## src/rtl/mw_stage_buffer.sv

```systemverilog
// Elastic MEM->WB stage: a DEPTH-entry circular buffer with a valid/ready handshake on
// both sides. State changes on the falling edge of CLK.
module mw_stage_buffer #(
    parameter int BITS  = 32,
    parameter int RA    = 4,
    parameter int DEPTH = 2,
    parameter int CW    = 16
) (
    input  logic                         CLK,
    input  logic                         RESET,
    input  logic                         ValidM,
    output logic                         ReadyM,
    input  logic                         FlushM,
    input  logic [BITS-1:0]              ALUOutM,
    input  logic [BITS-1:0]              ReadDataM,
    input  logic [RA-1:0]                WA3M,
    input  logic                         PCSrcM,
    input  logic                         RegWriteM,
    input  logic                         MemtoRegM,
    output logic                         ValidW,
    input  logic                         ReadyW,
    output logic [BITS-1:0]              ALUOutW,
    output logic [BITS-1:0]              ReadDataW,
    output logic [RA-1:0]                WA3W,
    output logic                         PCSrcW,
    output logic                         RegWriteW,
    output logic                         MemtoRegW,
    output logic [$clog2(DEPTH+1)-1:0]   CountW,
    output logic [CW-1:0]                StallCntW
);

    localparam int CNTW = $clog2(DEPTH+1);
    localparam int PW   = (DEPTH > 1) ? $clog2(DEPTH) : 1;
    localparam int EW   = 2*BITS + RA + 3;
    localparam logic [CNTW-1:0] FULL = CNTW'(DEPTH);
    localparam logic [PW-1:0]   LAST = PW'(DEPTH-1);

    // Handshake: an item moves on a falling edge where its side's valid and ready are
    // both high and FlushM is low. ReadyM depends only on registered occupancy.
    logic [EW-1:0]   mem_q [DEPTH];
    logic [PW-1:0]   wp_q, wp_d;
    logic [PW-1:0]   rp_q, rp_d;
    logic [CNTW-1:0] count_q, count_d;
    logic [CW-1:0]   stall_q, stall_d;
    logic            push;
    logic            pop;
    logic [EW-1:0]   entry_in;
    logic [EW-1:0]   head;

    assign ReadyM   = (count_q != FULL);
    assign ValidW   = (count_q != '0);
    assign push     = ValidM & ReadyM & ~FlushM;
    assign pop      = ValidW & ReadyW & ~FlushM;
    assign entry_in = {ALUOutM, ReadDataM, WA3M, PCSrcM, RegWriteM, MemtoRegM};

    always_comb begin
        wp_d    = wp_q;
        rp_d    = rp_q;
        count_d = count_q;
        stall_d = stall_q;
        if (FlushM) begin
            wp_d    = '0;
            rp_d    = '0;
            count_d = '0;
        end else begin
            // Modulo-DEPTH wrap so non-power-of-two depths work.
            if (push) wp_d = (wp_q == LAST) ? '0 : wp_q + 1'b1;
            if (pop)  rp_d = (rp_q == LAST) ? '0 : rp_q + 1'b1;
            case ({push, pop})
                2'b10:   count_d = count_q + 1'b1;
                2'b01:   count_d = count_q - 1'b1;
                default: count_d = count_q;
            endcase
        end
        if (ValidW && !ReadyW && (stall_q != '1)) stall_d = stall_q + 1'b1;
    end

    always_ff @(negedge CLK or negedge RESET) begin
        if (!RESET) begin
            wp_q    <= '0;
            rp_q    <= '0;
            count_q <= '0;
            stall_q <= '0;
            for (int i = 0; i < DEPTH; i++) mem_q[i] <= '0;
        end else begin
            wp_q    <= wp_d;
            rp_q    <= rp_d;
            count_q <= count_d;
            stall_q <= stall_d;
            if (push) mem_q[wp_q] <= entry_in;
        end
    end

    // Datapath shows slot rp even when empty; controls are squashed by ValidW.
    assign head      = mem_q[rp_q];
    assign ALUOutW   = head[EW-1 -: BITS];
    assign ReadDataW = head[EW-BITS-1 -: BITS];
    assign WA3W      = head[3 +: RA];
    assign PCSrcW    = head[2] & ValidW;
    assign RegWriteW = head[1] & ValidW;
    assign MemtoRegW = head[0] & ValidW;
    assign CountW    = count_q;
    assign StallCntW = stall_q;

endmodule

```

## config.mk

```make
export PLATFORM = sky130hd
export DESIGN_NAME = mw_stage_buffer
export DESIGN_NICKNAME = d
export VERILOG_FILES = /design/src/rtl/mw_stage_buffer.sv
export SDC_FILE = /design/constraint.sdc
export NUM_CORES = 1
export LEC_CHECK = 0
export CAP_MARGIN = 20
export CORE_ASPECT_RATIO = 0.75
export CORE_MARGIN = 1.5
export CORE_UTILIZATION = 55
export CTS_BUF_LIST = sky130_fd_sc_hd__clkbuf_2 sky130_fd_sc_hd__clkbuf_4 sky130_fd_sc_hd__clkbuf_8
export CTS_CLUSTER_DIAMETER = 60
export DETAILED_ROUTE_END_ITERATION = 12
export PLACE_DENSITY = 0.87
export SETUP_SLACK_MARGIN = 0.5
export SLEW_MARGIN = 10
export SYNTH_ARGS = -nofsm -noshare
export SYNTH_HDL_FRONTEND = slang
export SYNTH_SLANG_ARGS = --single-unit
```

## constraint.sdc

```tcl
create_clock -name CLK -period 2.89 [get_ports CLK]
set_input_delay 0.578 -clock CLK [delete_from_list [all_inputs] [get_ports CLK]]
set_output_delay 0.578 -clock CLK [all_outputs]
set_load 0.01 [all_outputs]
```

==> metrics.txt, run 1 <==
# TYPE chip_impl_metric gauge
chip_impl_info{name="synthDominantAreaCellType",value="sky130_fd_sc_hd__dfrtn_1"} 1
chip_impl_metric{name="placement_rows",unit=""} 35
chip_impl_metric{name="dp_hpwl",unit="um"} 12500
chip_impl_info{name="cts-root-buf",value="sky130_fd_sc_hd__clkbuf_8"} 1
chip_impl_metric{name="die_h",unit="um"} 101
chip_impl_info{name="ys_top_cells_by_count",value="sky130_fd_sc_hd__mux2_2, sky130_fd_sc_hd__dfrtn_1, sky130_fd_sc_hd__xor2_1"} 1
chip_impl_info{name="synth_top_cells_by_area",value="sky130_fd_sc_hd__dfrtn_1, sky130_fd_sc_hd__mux2_2, sky130_fd_sc_hd__xor2_1"} 1
chip_impl_info{name="failed_stage",value="clock tree synthesis (4_1_cts)"} 1
chip_impl_metric{name="cts.sinks",unit=""} 162
chip_impl_metric{name="design.portCount",unit=""} 167
chip_impl_metric{name="cts.htree.levels",unit=""} 4
chip_impl_metric{name="cts-resized-gates",unit=""} 561
chip_impl_metric{name="initial_utilization",unit=""} 0.571
chip_impl_metric{name="synthesis.area",unit="um2"} 7100
chip_impl_info{name="synth_flop_cell",value="sky130_fd_sc_hd__dfrtn_1"} 1
chip_impl_metric{name="dieWidth",unit="um"} 134
chip_impl_info{name="flow.first_error",value="[ERROR DPL-0033] detailed placement checks failed during check placement."} 1
chip_impl_metric{name="synth_fp_nets",unit=""} 552
chip_impl_metric{name="asyncSetResetFlopFracSynth",unit=""} 1.00
chip_impl_metric{name="cts-root-to-sink-buffers",unit=""} 2
chip_impl_info{name="most_frequent_cell_after_synthesis",value="sky130_fd_sc_hd__mux2_2"} 1
chip_impl_metric{name="synth.avg_cell_area",unit="um2"} 15.0
chip_impl_metric{name="io_buffer_count",unit=""} 166
chip_impl_metric{name="ys_ff_latch",unit=""} 162
chip_impl_metric{name="cts.repair_timing.setup_buffer_count",unit=""} 61
chip_impl_metric{name="post_synthesis_cells",unit=""} 475
chip_impl_metric{name="yosysWarningCount",unit=""} 0
chip_impl_metric{name="number_of_library_cell_types_mapped_by_synthesis",unit=""} 34
chip_impl_metric{name="cts_hold_repair.buffers",unit=""} 0
chip_impl_metric{name="synth_sequential_area_ratio",unit=""} 0.571
chip_impl_metric{name="synth_edf_count",unit=""} 0
chip_impl_metric{name="place_congestion",unit=""} 0.856
chip_impl_metric{name="synth.top_cell.area_share",unit=""} 0.571
chip_impl_metric{name="cts_inserted_buffers",unit=""} 17
chip_impl_info{name="status",value="stopped before the end"} 1
kinds of logic after synthesis:
group / after synthesis / share of synthesized area
AO/OA/AOI/OAI: 6 / 0.00599
XOR/XNOR: 17 / 0.0210
adder cells (fa/ha/maj): 1 / 0.00176
buffers and inverters: 25 / 0.0222
flip-flops: 162 / 0.571
multiplexers: 215 / 0.340
AND/OR/NAND/NOR: 49 / 0.0384
stage by stage:
stage | setup TNS (ns) | cell area [um2] | cells | setup WS [ns]
after detailed placement | -172.96 | 10300 | 863 | -0.879
after floorplan | -42.61 | 7840 | 475 | -0.246
after global placement | -169.49 | 10300 | 863 | -0.833
==> run 2: changes to the inputs <==
==> config.mk (replaced) <==
export PLATFORM = sky130hd
export DESIGN_NAME = mw_stage_buffer
export DESIGN_NICKNAME = d
export VERILOG_FILES = /design/src/rtl/mw_stage_buffer.sv
export SDC_FILE = /design/constraint.sdc
export NUM_CORES = 1
export LEC_CHECK = 0
export CAP_MARGIN = 20
export CORE_MARGIN = 1.5
export CORE_UTILIZATION = 40
export DETAILED_ROUTE_END_ITERATION = 12
export PLACE_DENSITY_LB_ADDON = 0.15
export SLEW_MARGIN = 10
export SYNTH_ARGS = -nofsm -noshare
export SYNTH_HDL_FRONTEND = slang
export SYNTH_SLANG_ARGS = --single-unit
==> run 2 against run 1 <==
The flow now finishes, with violations (negative setup slack). Synthesized cell count unchanged. Area after synthesis unchanged.
==> metrics.txt, run 2 <==
# TYPE chip_impl_metric gauge
chip_impl_metric{name="cts.sinks",unit=""} 162
chip_impl_metric{name="area_delta_synth_final",unit="%"} 61.2
chip_impl_metric{name="ys_ff_latch",unit=""} 162
chip_impl_metric{name="synth-compound-area-share",unit=""} 0.00599
chip_impl_metric{name="fin_nets",unit=""} 837
chip_impl_metric{name="final_layout_size_suffix_gt1_frac",unit=""} 0.609
chip_impl_metric{name="clock_insertion_delay_worst_skew",unit="ns"} 0.39
chip_impl_info{name="combinational_family_with_the_most_area_after_synthesis",value="multiplexers"} 1
chip_impl_metric{name="drv.max_cap_violation_count",unit=""} 0
chip_impl_metric{name="worst-endpoint-required",unit="ns"} 2.31
chip_impl_metric{name="worst_slack",unit="ns"} -0.892
chip_impl_metric{name="synth.avg_cell_area",unit="um2"} 15.0
chip_impl_info{name="hold_class",value="reg -> reg"} 1
chip_impl_metric{name="synthXorXnorAreaFrac",unit=""} 0.0210
chip_impl_metric{name="asyncSetResetFlopFracSynth",unit=""} 1.00
chip_impl_metric{name="finalSetupViolCount",unit=""} 91
chip_impl_info{name="end_kind",value="output pin"} 1
chip_impl_info{name="failed_checks",value="negative setup slack"} 1
chip_impl_metric{name="clock_skew",unit="ns"} 0.00955
chip_impl_metric{name="maxSlewViolCount",unit=""} 0
chip_impl_metric{name="initial_utilization",unit=""} 0.411
chip_impl_info{name="synthDominantAreaCellType",value="sky130_fd_sc_hd__dfrtn_1"} 1
chip_impl_metric{name="dp_hpwl",unit="um"} 11500
chip_impl_metric{name="cts-root-to-sink-buffers",unit=""} 2
chip_impl_metric{name="total_congestion_overflow_after_global_routing",unit=""} 0
chip_impl_info{name="rsz0062_at_grt",value="yes"} 1
chip_impl_metric{name="cts.htree.levels",unit=""} 4
chip_impl_metric{name="route.vias.total",unit=""} 4852
chip_impl_metric{name="synth_edf_count",unit=""} 0
chip_impl_metric{name="cts_hold_repair.buffers",unit=""} 0
chip_impl_metric{name="cts.clk_slew.worst_paths",unit="ns"} 0.04
chip_impl_metric{name="place_congestion",unit=""} 0.759
chip_impl_metric{name="route.detailed.drc",unit=""} 0
chip_impl_metric{name="synth.top_cell.area_share",unit=""} 0.571
chip_impl_metric{name="number_of_library_cell_types_mapped_by_synthesis",unit=""} 34
chip_impl_metric{name="timing.max_slew.rel_slack",unit=""} 0.761
chip_impl_metric{name="critPathMaxFanout",unit=""} 4
chip_impl_metric{name="dieWidth",unit="um"} 136
chip_impl_metric{name="drt.antenna.violating_nets",unit=""} 0
chip_impl_metric{name="synth-adder-area-share",unit=""} 0.00176
chip_impl_metric{name="synth_fp_nets",unit=""} 552
chip_impl_info{name="setup.worst_path.start_class",value="flop"} 1
chip_impl_metric{name="final.hold.worst_slack",unit="ns"} 0.452
chip_impl_metric{name="globalRouteTotalUtil",unit=""} 0.198
chip_impl_metric{name="antenna_found_initial",unit=""} 0
chip_impl_info{name="timing.setup.critical_path_class",value="reg -> out"} 1
chip_impl_metric{name="design.core.area",unit="um2"} 17300
chip_impl_metric{name="final_core_utilization",unit=""} 0.662
chip_impl_metric{name="synth_sequential_area_ratio",unit=""} 0.571
chip_impl_info{name="ys_top_cells_by_count",value="sky130_fd_sc_hd__mux2_2, sky130_fd_sc_hd__dfrtn_1, sky130_fd_sc_hd__xor2_1"} 1
chip_impl_metric{name="drt-vias-per-instance",unit=""} 4.86
chip_impl_metric{name="grt_pass1_wl",unit="um"} 28100
chip_impl_metric{name="dieArea",unit="um2"} 18600
chip_impl_metric{name="synth_simple_gate_area_share",unit=""} 0.0384
chip_impl_info{name="most_frequent_cell_after_synthesis",value="sky130_fd_sc_hd__mux2_2"} 1
chip_impl_metric{name="first_global_vias",unit=""} 5372
chip_impl_metric{name="totalWireLength",unit="um"} 17700
chip_impl_metric{name="timing.final.hold_violations",unit=""} 0
chip_impl_metric{name="io_buffer_count",unit=""} 166
chip_impl_metric{name="power.static_leakage",unit="uW"} 0.00532
chip_impl_metric{name="cts_inserted_buffers",unit=""} 17
chip_impl_metric{name="fin_cells",unit=""} 998
chip_impl_info{name="layout.cells.most_common_list",value="sky130_fd_sc_hd__dfrtn_1, sky130_fd_sc_hd__mux2_4, sky130_fd_sc_hd__buf_6"} 1
chip_impl_metric{name="largest_register_ff_count",unit=""} 142
chip_impl_info{name="status",value="finished, violations left"} 1
chip_impl_info{name="layout.cells.most_common",value="sky130_fd_sc_hd__dfrtn_1"} 1
chip_impl_metric{name="synthesis.area",unit="um2"} 7100
chip_impl_metric{name="num_antenna_cells",unit=""} 0
chip_impl_info{name="synth_flop_cell",value="sky130_fd_sc_hd__dfrtn_1"} 1
chip_impl_metric{name="yosysWarningCount",unit=""} 0
chip_impl_metric{name="pin_count_of_the_biggest_net_entering_global_routing",unit=""} 41
chip_impl_metric{name="design.portCount",unit=""} 167
chip_impl_metric{name="synth.area.mux_share",unit=""} 0.340
chip_impl_info{name="cts-root-buf",value="sky130_fd_sc_hd__clkbuf_16"} 1
chip_impl_metric{name="placement_rows",unit=""} 48
chip_impl_metric{name="post_synthesis_cells",unit=""} 475
chip_impl_metric{name="worst-slew-pin-transition",unit="ns"} 0.357
chip_impl_metric{name="dp.cells",unit=""} 923
chip_impl_metric{name="die_h",unit="um"} 136
chip_impl_metric{name="drt_first_iter_violations",unit=""} 134
chip_impl_info{name="tritoncts",value="built"} 1
chip_impl_info{name="synth_top_cells_by_area",value="sky130_fd_sc_hd__dfrtn_1, sky130_fd_sc_hd__mux2_2, sky130_fd_sc_hd__xor2_1"} 1
chip_impl_info{name="largest_register",value="mem_q"} 1
chip_impl_metric{name="first_pass_iters",unit=""} 6
chip_impl_metric{name="ir_worst_vdd",unit="mV"} 0.454
chip_impl_metric{name="worst_ep_arrival_time",unit="ns"} 3.20
chip_impl_metric{name="routed_len_inst",unit="um"} 17.8
chip_impl_metric{name="power_per_cell_area",unit="nW/um2"} 724
==> run 2: repair_timing <==
item | 4_1_cts | 5_1_grt
gates resized for setup | 500 | 32
hold endpoints to repair | 0 | 0
setup buffers | 31 | 12
endpoints found under the setup margin | 249 | 104
cloned | 6 | 1
pin swaps | 4 | 3
==> run 2: layer usage <==
| metal | track usage | vias up | wire length [um] |
|---|---|---|---|
| met4 | 0.0567 | 0 | 279 |
| li1 | - | 2273 | - |
| met5 | 0 | - | 0 |
| met3 | 0.0548 | 20 | 898 |
| met1 | 0.261 | 2432 | 8070 |
| met2 | 0.321 | 127 | 8490 |
==> run 2: critical path: stages, from the launching register on <==
cell,delay [ns]
sky130_fd_sc_hd__dfrtn_1,0.44
sky130_fd_sc_hd__buf_6,0.14
sky130_fd_sc_hd__buf_12,0.11
sky130_fd_sc_hd__buf_12,0.11
sky130_fd_sc_hd__clkbuf_16,0.14
sky130_fd_sc_hd__mux2_4,0.30
sky130_fd_sc_hd__buf_6,0.13
==> run 2: final cells by class <==
class	instances	area (um2)
clock buffers	22	444
clock inverters	10	87.6
fillers	1199	5840
inverters	1	3.75
multi-input cells	288	3540
flip-flops and latches	162	4050
well taps	225	282
repair buffers	290	3050
==> run 2: final timing paths <==
| check | start | endpoint | slack (ns) | cells after the start |
|---|---|---|---|---|
| max | rp_q | ReadDataW[5] | -0.89 | 6 |
| min | mem_q[13] | mem_q[13] | 0.45 | 1 |
| max reg2reg | StallCntW[1] | StallCntW[0] | 0.83 | 9 |
| min reg2reg | mem_q[13] | mem_q[13] | 0.45 | 1 |
| max in group asynchronous | RESET | mem_q[30] | 0.99 | 2 |
| min in group asynchronous | RESET | mem_q[120] | 1.36 | 1 |
==> run 2: cell families (layout without fill, tap and decap cells) <==
group                      Yosys count  count (layout)
xor gates and xnor gates            17              17
and+or+nand+nor                     49              49
DFF                                162             162
AOI/OAI and AO/OA                    6               6
buffers and inverters               25             323
muxes                              215             215
adders and majority gates            1               1
==> run 2: report_power, final <==
part / internal, uW / total (uW) / switching, uW
Sequential: 2950 / 3290 / 343
Combinational: 1960 / 2930 / 970
Clock: 1180 / 2070 / 895
==> run 2: through the flow <==
| step | total power, uW | setup WS [ns] | TNS (ns) | instance area, um2 |
|---|---|---|---|---|
| 2_1_floorplan | 4670 | -0.246 | -42.64 | 7710 |
| 3_3_place_gp | 5840 | -0.755 | -163.07 | 10200 |
| 3_5_place_dp | 5930 | -0.787 | -166.98 | 10200 |
| 4_1_cts | 8300 | -0.941 | -63.91 | 11400 |
| 5_1_grt | 8730 | -0.955 | -63.73 | 11500 |
| 6_report | 8300 | -0.892 | -58.22 | 11500 |
Power figures use the tool's default switching activity.
